[src/rtl/seg_pkg.sv]
// seg_pkg
// Shared definitions for the 7-segment display arbiter:
//   - arbiter FSM state enum
//   - hex-to-segment table, active-low, bit order {g,f,e,d,c,b,a}
//   - one-cold anode patterns for the four digits (digit 0 is leftmost)
//   - blank segment pattern
//   - helper that maps a digit index to its anode pattern
package seg_pkg;

    typedef enum logic [1:0] {
        IDLE  = 2'd0,
        SHOW0 = 2'd1,
        SHOW1 = 2'd2
    } state_e;

    localparam logic [6:0] SEG_BLANK = 7'b1111111;

    localparam logic [3:0] AN_DIG0 = 4'b0111;
    localparam logic [3:0] AN_DIG1 = 4'b1011;
    localparam logic [3:0] AN_DIG2 = 4'b1101;
    localparam logic [3:0] AN_DIG3 = 4'b1110;
    localparam logic [3:0] AN_OFF  = 4'b1111;

    // Indexed by the nibble value; element 0 is the glyph for 0.
    localparam logic [6:0] SEG_TABLE [16] = '{
        7'b1000000,  // 0
        7'b1111001,  // 1
        7'b0100100,  // 2
        7'b0110000,  // 3
        7'b0011001,  // 4
        7'b0010010,  // 5
        7'b0000010,  // 6
        7'b1111000,  // 7
        7'b0000000,  // 8
        7'b0010000,  // 9
        7'b0001000,  // A
        7'b0000011,  // b
        7'b1000110,  // C
        7'b0100001,  // d
        7'b0000110,  // E
        7'b0001110   // F
    };

    function automatic logic [3:0] an_for_digit(input logic [1:0] idx);
        logic [3:0] an;
        case (idx)
            2'd0:    an = AN_DIG0;
            2'd1:    an = AN_DIG1;
            2'd2:    an = AN_DIG2;
            default: an = AN_DIG3;
        endcase
        return an;
    endfunction

endpackage

[src/rtl/seg_hex_decode.sv]
// seg_hex_decode
// Combinational hex nibble to 7-segment pattern decoder.
// Ports:
//   nib  in  4 bits : hex value to display
//   seg  out 7 bits : segments {g,f,e,d,c,b,a}, active-low
module seg_hex_decode
    import seg_pkg::*;
(
    input  logic [3:0] nib,
    output logic [6:0] seg
);

    assign seg = SEG_TABLE[nib];

endmodule

[src/rtl/seg_display_arbiter.sv]
// seg_display_arbiter
// Arbitrates a 4-digit 7-segment display between a high-priority alert
// requester (0) and a routine readout requester (1), and runs the
// multiplexed digit scan driving the board pins directly.
// Ports:
//   clk          in   system clock
//   rst_n        in   asynchronous active-low reset
//   req0, data0  in   requester 0 request and 16-bit frame ([15:12] leftmost)
//   req1, data1  in   requester 1 request and 16-bit frame
//   gnt0, gnt1   out  ownership grants, never high together
//   busy         out  gnt0 | gnt1
//   an           out  digit anodes, active-low one-cold
//   seg          out  segments {g,f,e,d,c,b,a}, active-low
module seg_display_arbiter
    import seg_pkg::*;
#(
    parameter int SCAN_DIV    = 131072,
    parameter int HOLD_CYCLES = 100000000
) (
    input  logic        clk,
    input  logic        rst_n,
    input  logic        req0,
    input  logic [15:0] data0,
    input  logic        req1,
    input  logic [15:0] data1,
    output logic        gnt0,
    output logic        gnt1,
    output logic        busy,
    output logic [3:0]  an,
    output logic [6:0]  seg
);

    localparam int HOLD_W = 27;
    localparam logic [HOLD_W-1:0] HOLD_MAX = HOLD_W'(HOLD_CYCLES);

    localparam int SCAN_W = (SCAN_DIV > 1) ? $clog2(SCAN_DIV) : 1;
    localparam logic [SCAN_W-1:0] SCAN_LAST = SCAN_W'(SCAN_DIV - 1);

    state_e              state;
    state_e              state_nx;
    logic [HOLD_W-1:0]   hold_cnt;
    logic [15:0]         frame_p0;
    logic [SCAN_W-1:0]   scan_cnt;
    logic [1:0]          dig_idx;
    logic [3:0]          nib_sel;
    logic [6:0]          seg_dec;

    // Saturating increment: the counter parks at HOLD_MAX so the
    // pre-emption window stays open for as long as requester 1 holds on.
    function automatic logic [HOLD_W-1:0] sat_inc(input logic [HOLD_W-1:0] v);
        return (v == HOLD_MAX) ? v : v + 1'b1;
    endfunction

    function automatic state_e next_state(
        input state_e            cur,
        input logic              r0,
        input logic              r1,
        input logic [HOLD_W-1:0] held
    );
        state_e nx;
        nx = cur;
        case (cur)
            IDLE: begin
                if (r0)      nx = SHOW0;
                else if (r1) nx = SHOW1;
            end
            SHOW0: begin
                // Requester 0 is never pre-empted; leaves only on its own drop.
                if (!r0) nx = r1 ? SHOW1 : IDLE;
            end
            SHOW1: begin
                if (!r1)                         nx = r0 ? SHOW0 : IDLE;
                else if (r0 && held == HOLD_MAX) nx = SHOW0;
            end
            default: nx = IDLE;
        endcase
        return nx;
    endfunction

    assign state_nx = next_state(state, req0, req1, hold_cnt);
    assign busy     = gnt0 | gnt1;

    // Stage p0: arbitration state, grants, hold counter and frame capture.
    // Grants are decoded from the next state so they change on the same
    // edge as the state itself.
    always_ff @(posedge clk or negedge rst_n) begin
        if (!rst_n) begin
            state    <= IDLE;
            gnt0     <= 1'b0;
            gnt1     <= 1'b0;
            hold_cnt <= '0;
            frame_p0 <= '0;
        end else begin
            state <= state_nx;
            gnt0  <= (state_nx == SHOW0);
            gnt1  <= (state_nx == SHOW1);

            if (state_nx != state)
                hold_cnt <= '0;
            else if (state == SHOW1)
                hold_cnt <= sat_inc(hold_cnt);

            // Tracks live data for whichever requester owns the display next.
            if (state_nx == SHOW0)
                frame_p0 <= data0;
            else if (state_nx == SHOW1)
                frame_p0 <= data1;
        end
    end

    // Digit scan runs free of the arbitration.
    always_ff @(posedge clk or negedge rst_n) begin
        if (!rst_n) begin
            scan_cnt <= '0;
            dig_idx  <= 2'd0;
        end else if (scan_cnt == SCAN_LAST) begin
            scan_cnt <= '0;
            dig_idx  <= dig_idx + 2'd1;
        end else begin
            scan_cnt <= scan_cnt + 1'b1;
        end
    end

    always_comb begin
        nib_sel = frame_p0[15:12];
        case (dig_idx)
            2'd0:    nib_sel = frame_p0[15:12];
            2'd1:    nib_sel = frame_p0[11:8];
            2'd2:    nib_sel = frame_p0[7:4];
            default: nib_sel = frame_p0[3:0];
        endcase
    end

    seg_hex_decode u_dec (
        .nib (nib_sel),
        .seg (seg_dec)
    );

    // Stage p1: registered pin drivers, one cycle behind frame and digit index.
    always_ff @(posedge clk or negedge rst_n) begin
        if (!rst_n) begin
            an  <= AN_OFF;
            seg <= SEG_BLANK;
        end else begin
            an  <= an_for_digit(dig_idx);
            seg <= (state == IDLE) ? SEG_BLANK : seg_dec;
        end
    end

endmodule

[config.mk]
export PLATFORM = sky130hd
export DESIGN_NAME = seg_display_arbiter
export DESIGN_NICKNAME = d
export VERILOG_FILES = /design/src/rtl/seg_pkg.sv /design/src/rtl/seg_hex_decode.sv /design/src/rtl/seg_display_arbiter.sv
export SDC_FILE = /design/constraint.sdc
export NUM_CORES = 1
export LEC_CHECK = 0
export CORE_MARGIN = 1
export CORE_UTILIZATION = 60
export CTS_BUF_LIST = sky130_fd_sc_hd__clkbuf_8
export CTS_CLUSTER_DIAMETER = 40
export CTS_CLUSTER_SIZE = 14
export DETAILED_ROUTE_END_ITERATION = 8
export DONT_BUFFER_PORTS = 1
export PLACE_DENSITY_LB_ADDON = 0.25
export SKIP_CTS_REPAIR_TIMING = 1
export SYNTH_ARGS = -nofsm -noshare
export SYNTH_HDL_FRONTEND = slang
export SYNTH_SLANG_ARGS = --single-unit
[constraint.sdc]
create_clock -name clk -period 5.9 [get_ports clk]
set_input_delay 1.18 -clock clk [delete_from_list [all_inputs] [get_ports clk]]
set_output_delay 1.18 -clock clk [all_outputs]
set_load 0.02 [all_outputs]
==> flow_metrics.py, run 1 <==
metrics = {
    "synthesis": {
        "synthXorXnorAreaFrac": 0.0716,
        "syn_area_um2": 4160,
        "yosys-top-cells-area": "dfrtp_1 40%, dfstp_2 6.9%, mux2i_1 5.3%",
        "synth_compound_area_frac": 0.124,
        "ys.flop_type": "dfrtp_1",
        "synth.avg_cell_area_um2": 10.1,
        "yosys.area_share.adder": 0.0481,
        "synth_top_area_cell": "dfrtp_1",
        "yosysMostFrequentCell": "dfrtp_1",
        "synth_top_area_share": 0.397,
        "syn_inst": 412,
        "yosysWarnings": 0,
        "syn-num-nets": 464,
        "synth_seq_cells": 77,
        "synth_cell_types": 57,
        "synth_edf_count": 0,
        "synth-simple-area-share": 0.201,
        "synth_top_family_by_area": "simple AND/OR/NAND/NOR gates",
        "synth.mux.area_fraction": 0.0557,
        "synth_common_cells": "66 x dfrtp_1, 41 x nand2_1, 32 x a21oi_1",
        "ys_seq_area_frac": 0.467,
        "async_flop_share": 1.00,
    },
    "drt": {
        "wire_per_inst_um": 16.7,
        "first_pass_iters": 5,
        "drt-initial-drc-count": 194,
        "avgViaCountPerCell": 6.27,
        "ant_nets": 0,
        "num_vias": 3054,
        "wirelength_um": 8120,
        "drc": 0,
    },
    "place": {
        "dp_hpwl_um": 5560,
        "place_ws_ps": 2700,
        "io_buffers": 0,
        "gp_congestion": 0.827,
    },
    "hold_path": {
        "whs_path_depth": 1,
        "worstHoldPathType": "flop to flop",
    },
    "grt": {
        "grt_pass1_vias": 2957,
        "grt_usage": 0.245,
        "grt_antenna_before_repair": 0,
        "grt_start_max_net_pins": 78,
        "overflow": 0,
        "grt_pass1_wl_um": 13800,
    },
    "power": {
        "vdd_drop_max_mv": 0.175,
        "cellLeakagePower_nw": 1.86,
        "power_w": 0.00115,
        "sw_frac_of_total": 0.288,
        "comb_power_share": 0.135,
        "p_int_w": 0.000818,
        "p_clk_frac": 0.315,
        "p_sw_w": 0.000331,
        "pwr-share-seq": 0.550,
        "power_density_nw_per_um2": 264,
    },
    "run": {
        "drv_cap": 0,
    },
    "status": {
        "status": "finished, final reports clean",
    },
    "timing": {
        "drv_slew": 0,
        "setup_viol": 0,
        "fin_crit_ps": 3210,
        "hold_viol": 0,
        "tns_ps": 0,
        "skew_ps": 10.1,
        "worst_pin_slew_ps": 1140,
        "fin_ws_ps": 2690,
        "slew_headroom": 0.242,
        "grt_setup_unrepaired": "no",
        "min_period_over_period": 0.545,
        "fmax_mhz": 311,
    },
    "clock_network": {
        "numCtsBuffers": 9,
        "insertion_delay_ps": 360,
        "clk_path_buf_depth": 2,
        "cts_tree": "done",
        "clkSinkCount": 77,
        "ctsHtreeMaxLevel": 3,
        "cts_root_buf": "clkbuf_8",
        "path_clk_slew_ps": 80,
    },
    "setup_path": {
        "arrival_ps": 3410,
        "reg2regPathDepth": 10,
        "critPathMaxStageDelay_ps": 780,
        "startpoint_type": "flop",
        "critical_path.cell_chain": "inv_1 -> ha_1 -> nor3b_1 -> nand4_1 -> or3_1 -> a21oi_1 -> o21a_1 -> ha_1 -> mux2i_1 -> o21ai_0",
        "crit_type": "flop to flop",
        "crit_path_end_kind": "flop",
        "worstPathMaxFanout": 17,
        "worstPathRequired_ps": 6100,
        "critPathMostFrequentCell": "ha_1",
        "cp_slowest_cell": "ha_1",
    },
    "final_layout": {
        "area_delta_synth_final_pct": 4.63,
        "fin_util": 0.666,
        "finish.net_count": 457,
        "drive_gt1_frac": 0.0976,
        "diodes": 0,
        "nFillCells": 504,
    },
    "die": {
        "core_area_um2": 6530,
        "pin_count": 50,
        "initial_core_util": 0.637,
        "row_count": 29,
        "dieArea_um2": 7270,
        "die-height_um": 85.3,
        "die_w_um": 85.3,
    },
}
critical path: cells and delay by family (launching register included):
| kind | cells | cell delay [ps] |
|---|---|---|
| simple gates | 3 | 870 |
| flops | 1 | 410 |
| compound gates | 3 | 470 |
| mux | 1 | 280 |
| buf+inv | 1 | 100 |
| fa+ha+maj | 2 | 940 |
sequential cells by signal, indices dropped and copies added (netlist names):
name and cells:
hold_cnt 27, seg 7, dig_idx 2, state 2, scan_cnt 17, gnt0 1, frame_p0 16, gnt1 1
an 4
per-layer routing:
layer | part of all wire | wire, um | GRT usage | vias to the layer above
met5 | 0 | 0 | 0 | -
met1 | 0.46 | 3710 | 0.327 | 1494
met2 | 0.48 | 3880 | 0.391 | 75
met3 | 0.047 | 385 | 0.0525 | 13
met4 | 0.018 | 145 | 0.102 | 0
li1 | - | - | - | 1472
power groups by stage:
stage	clock, W	combinational [W]	sequential (W)
floorplan	0	0.000131	0.000631
global placement	0	0.000149	0.000640
detailed placement	0	0.000154	0.000642
CTS	0.000366	0.000155	0.000632
global route	0.000389	0.000176	0.000638
finish	0.000362	0.000155	0.000631
cell usage in the layout, fill, tap and decap left out, types with 3 or more instances in the layout:
cell type and instances:
a21oi_1 32, nor4_1 7, nand3_1 14, a222oi_1 4
clkbuf_8 11, nand4b_1 3, and3_1 3, nand2_1 41
and2_1 4, xnor2_1 10, nand4_1 13, dfrtp_1 66
xor2_1 24, nor3_1 4, nor2b_1 6, dfstp_2 11
and4_1 7, nor2_1 15, inv_1 14, o21ai_0 23
or3_1 7, clkinv_2 3, o21ai_1 3, mux2i_1 22
o211ai_1 7, ha_1 16
per-stage QoR:
| step | hold slack, ps | area (um2) | cells |
|---|---|---|---|
| floorplan | 449 | 4160 | 412 |
| global placement | 464 | 4170 | 471 |
| detailed placement | 470 | 4170 | 471 |
| CTS | 487 | 4350 | 487 |
| global route | 491 | 4350 | 487 |
| finish | 486 | 4350 | 487 |
final timing paths:
| path | startpoint | slack, ps | to |
|---|---|---|---|
| max in group asynchronous | rst_n | 5180 | an[2] |
| min reg2reg | scan_cnt[16] | 490 | scan_cnt[16] |
| max reg2reg | hold_cnt[0] | 2690 | frame_p0[2] |
| max | hold_cnt[0] | 2690 | frame_p0[2] |
| min in group asynchronous | rst_n | 500 | hold_cnt[22] |
| min | scan_cnt[16] | 490 | scan_cnt[16] |
logic make-up after synthesis:
group           after synthesis
compound gates               84
flops                        77
simple gates                145
xor+xnor                     34
mux                          23
fa+ha+maj                    16
buf+inv                      33
cell type report:
| type | count | area, um2 | area share |
|---|---|---|---|
| Clock buffer | 11 | 151 | 0.0348 |
| Clock inverter | 5 | 26.3 | 0.00604 |
| Inverter | 15 | 56.3 | 0.0129 |
| Multi-Input combinational cell | 302 | 2080 | 0.478 |
| Sequential cell | 77 | 1940 | 0.446 |
| Tap cell | 77 | 96.3 | 0.0221 |
Power figures use the tool's default switching activity.
==> run 2, diff against run 1 <==
==> constraint.sdc (replaced) <==
create_clock -name clk -period 3.05 [get_ports clk]
set_input_delay 0.61 -clock clk [delete_from_list [all_inputs] [get_ports clk]]
set_output_delay 0.61 -clock clk [all_outputs]
set_load 0.02 [all_outputs]
==> run 2 against run 1 <==
Against the previous run:
- design area rose by 1.8%
- global-route usage is 0.53 points lower
- via count fell by 0.62%
- largest cell class unchanged
==> flow_metrics.py, run 2 (synthesized netlist as in run 1, its figures left out) <==
metrics = {
    "setup_path": {
        "worstPathMaxFanout": 17,
        "crit_type": "flop to flop",
        "worstPathRequired_ps": 3290,
        "startpoint_type": "flop",
        "arrival_ps": 2980,
        "crit_path_end_kind": "flop",
    },
    "place": {
        "dp_hpwl_um": 5550,
        "io_buffers": 0,
        "place_inst": 476,
        "place_ws_ps": 316,
        "gp_congestion": 0.830,
    },
    "timing": {
        "drv_slew": 0,
        "hold_viol": 0,
        "slew_headroom": 0.486,
        "fin_crit_ps": 2730,
        "setup_viol": 0,
        "skew_ps": 12.6,
        "tns_ps": 0,
        "hold_slack_ps": 83.9,
        "fmax_mhz": 366,
        "fin_ws_ps": 315,
        "grt_setup_unrepaired": "no",
        "worst_pin_slew_ps": 763,
        "min_period_over_period": 0.897,
    },
    "clock_network": {
        "cts_root_buf": "clkbuf_8",
        "ctsHtreeMaxLevel": 3,
        "path_clk_slew_ps": 90,
        "numCtsBuffers": 9,
        "cts_tree": "done",
        "clk_path_buf_depth": 2,
        "clkSinkCount": 77,
        "insertion_delay_ps": 360,
    },
    "power": {
        "p_sw_w": 0.000704,
        "cellLeakagePower_nw": 1.89,
        "pwr-share-seq": 0.531,
        "p_clk_frac": 0.324,
        "vdd_drop_max_mv": 0.429,
        "sw_frac_of_total": 0.307,
        "comb_power_share": 0.145,
        "p_int_w": 0.00159,
        "power_density_nw_per_um2": 518,
    },
    "final_layout": {
        "top_regs": "hold_cnt (27), scan_cnt (17), frame_p0 (16)",
        "diodes": 0,
        "drive_gt1_frac": 0.113,
        "top_register": "hold_cnt",
        "regArea_um2": 1940,
        "multiInputGateArea_um2": 2080,
        "final_cells": 493,
        "area_delta_synth_final_pct": 6.53,
        "fin_util": 0.678,
        "nFillCells": 514,
        "finish.net_count": 463,
        "largest_register_ffs": 27,
        "final_common_cell": "dfrtp_1",
        "layout_common_cells": "66 x dfrtp_1, 41 x nand2_1, 32 x a21oi_1",
    },
    "run": {
        "drv_cap": 0,
    },
    "die": {
        "die-height_um": 85.3,
        "core_area_um2": 6530,
        "pin_count": 50,
        "row_count": 29,
        "die_w_um": 85.3,
        "initial_core_util": 0.637,
        "dieArea_um2": 7270,
    },
    "drt": {
        "wire_per_inst_um": 16.4,
        "avgViaCountPerCell": 6.16,
        "wirelength_um": 8090,
        "drt-initial-drc-count": 188,
        "ant_nets": 0,
        "drc": 0,
        "num_vias": 3035,
        "first_pass_iters": 5,
    },
    "grt": {
        "grt_usage": 0.239,
        "grt_pass1_vias": 2876,
        "grt_start_max_net_pins": 78,
        "overflow": 0,
        "grt_antenna_before_repair": 0,
        "grt_pass1_wl_um": 13600,
    },
    "hold_path": {
        "worstHoldPathType": "input pin to async pin",
    },
    "status": {
        "status": "finished, final reports clean",
    },
}
## run 2: cell count changes in the layout (fill, tap and decap cells not counted)
| cell | previous run | this run |
|---|---|---|
| buf_4 | 0 | 5 |
| clkinv_2 | 3 | 0 |
| inv_6 | 0 | 3 |
| buf_16 | 0 | 1 |
| clkbuf_8 | 11 | 10 |
| clkinv_4 | 0 | 1 |
| inv_1 | 14 | 13 |
| inv_8 | 0 | 1 |
## run 2: power groups by stage
stage               Combinational [W]  Sequential [W]  Clock [W]
finish                       0.000332         0.00122   0.000745
global route                 0.000376         0.00123   0.000795
CTS                          0.000312         0.00122   0.000756
detailed placement           0.000311         0.00124          0
global placement             0.000297         0.00124          0
floorplan                    0.000253         0.00122          0
## run 2: per-layer routing
metal  share of wire  track usage  vias to the layer above
li1                -            -                     1497
met1            0.46        0.327                     1453
met2            0.48        0.367                       77
met3           0.050       0.0671                        8
met4           0.011       0.0924                        0
met5               0            0                        -
## run 2: stage by stage
step | cell area (um2) | total power, W
global route | 4430 | 0.00240
floorplan | 4160 | 0.00147
finish | 4430 | 0.00230
CTS | 4400 | 0.00229
global placement | 4210 | 0.00154
detailed placement | 4210 | 0.00155
## run 2: worst max-delay path, cell delays in order, from the launching register on
cell	delay (ps)
dfrtp_1	410
inv_1	100
ha_1	160
nor3b_1	180
nand4_1	200
or3_1	450
a21oi_1	210
o21a_1	150
ha_1	140
buf_4	260
mux2i_1	260
o21ai_0	90
## run 2: final timing paths
path                              startpoint      endpoint  slack, ps  depth (start not counted)
max in group asynchronous              rst_n  scan_cnt[16]       2670                          1
worst min-delay path                   rst_n         an[2]         80                          0
worst max-delay path             hold_cnt[0]   frame_p0[7]        320                         11
worst max register to register   hold_cnt[0]   frame_p0[7]        320                         11
min in group clk                        req0      state[1]        360                          1
worst min register to register  scan_cnt[16]  scan_cnt[16]        490                          1
## run 2: layout make-up
type,count,share of cell area
clock buffer,10,0.0311
clock inverter,6,0.0121
inverter,15,0.0127
multi-input combinational,302,0.470
sequential,77,0.438
tap,77,0.0217
timing repair buffer,6,0.0147
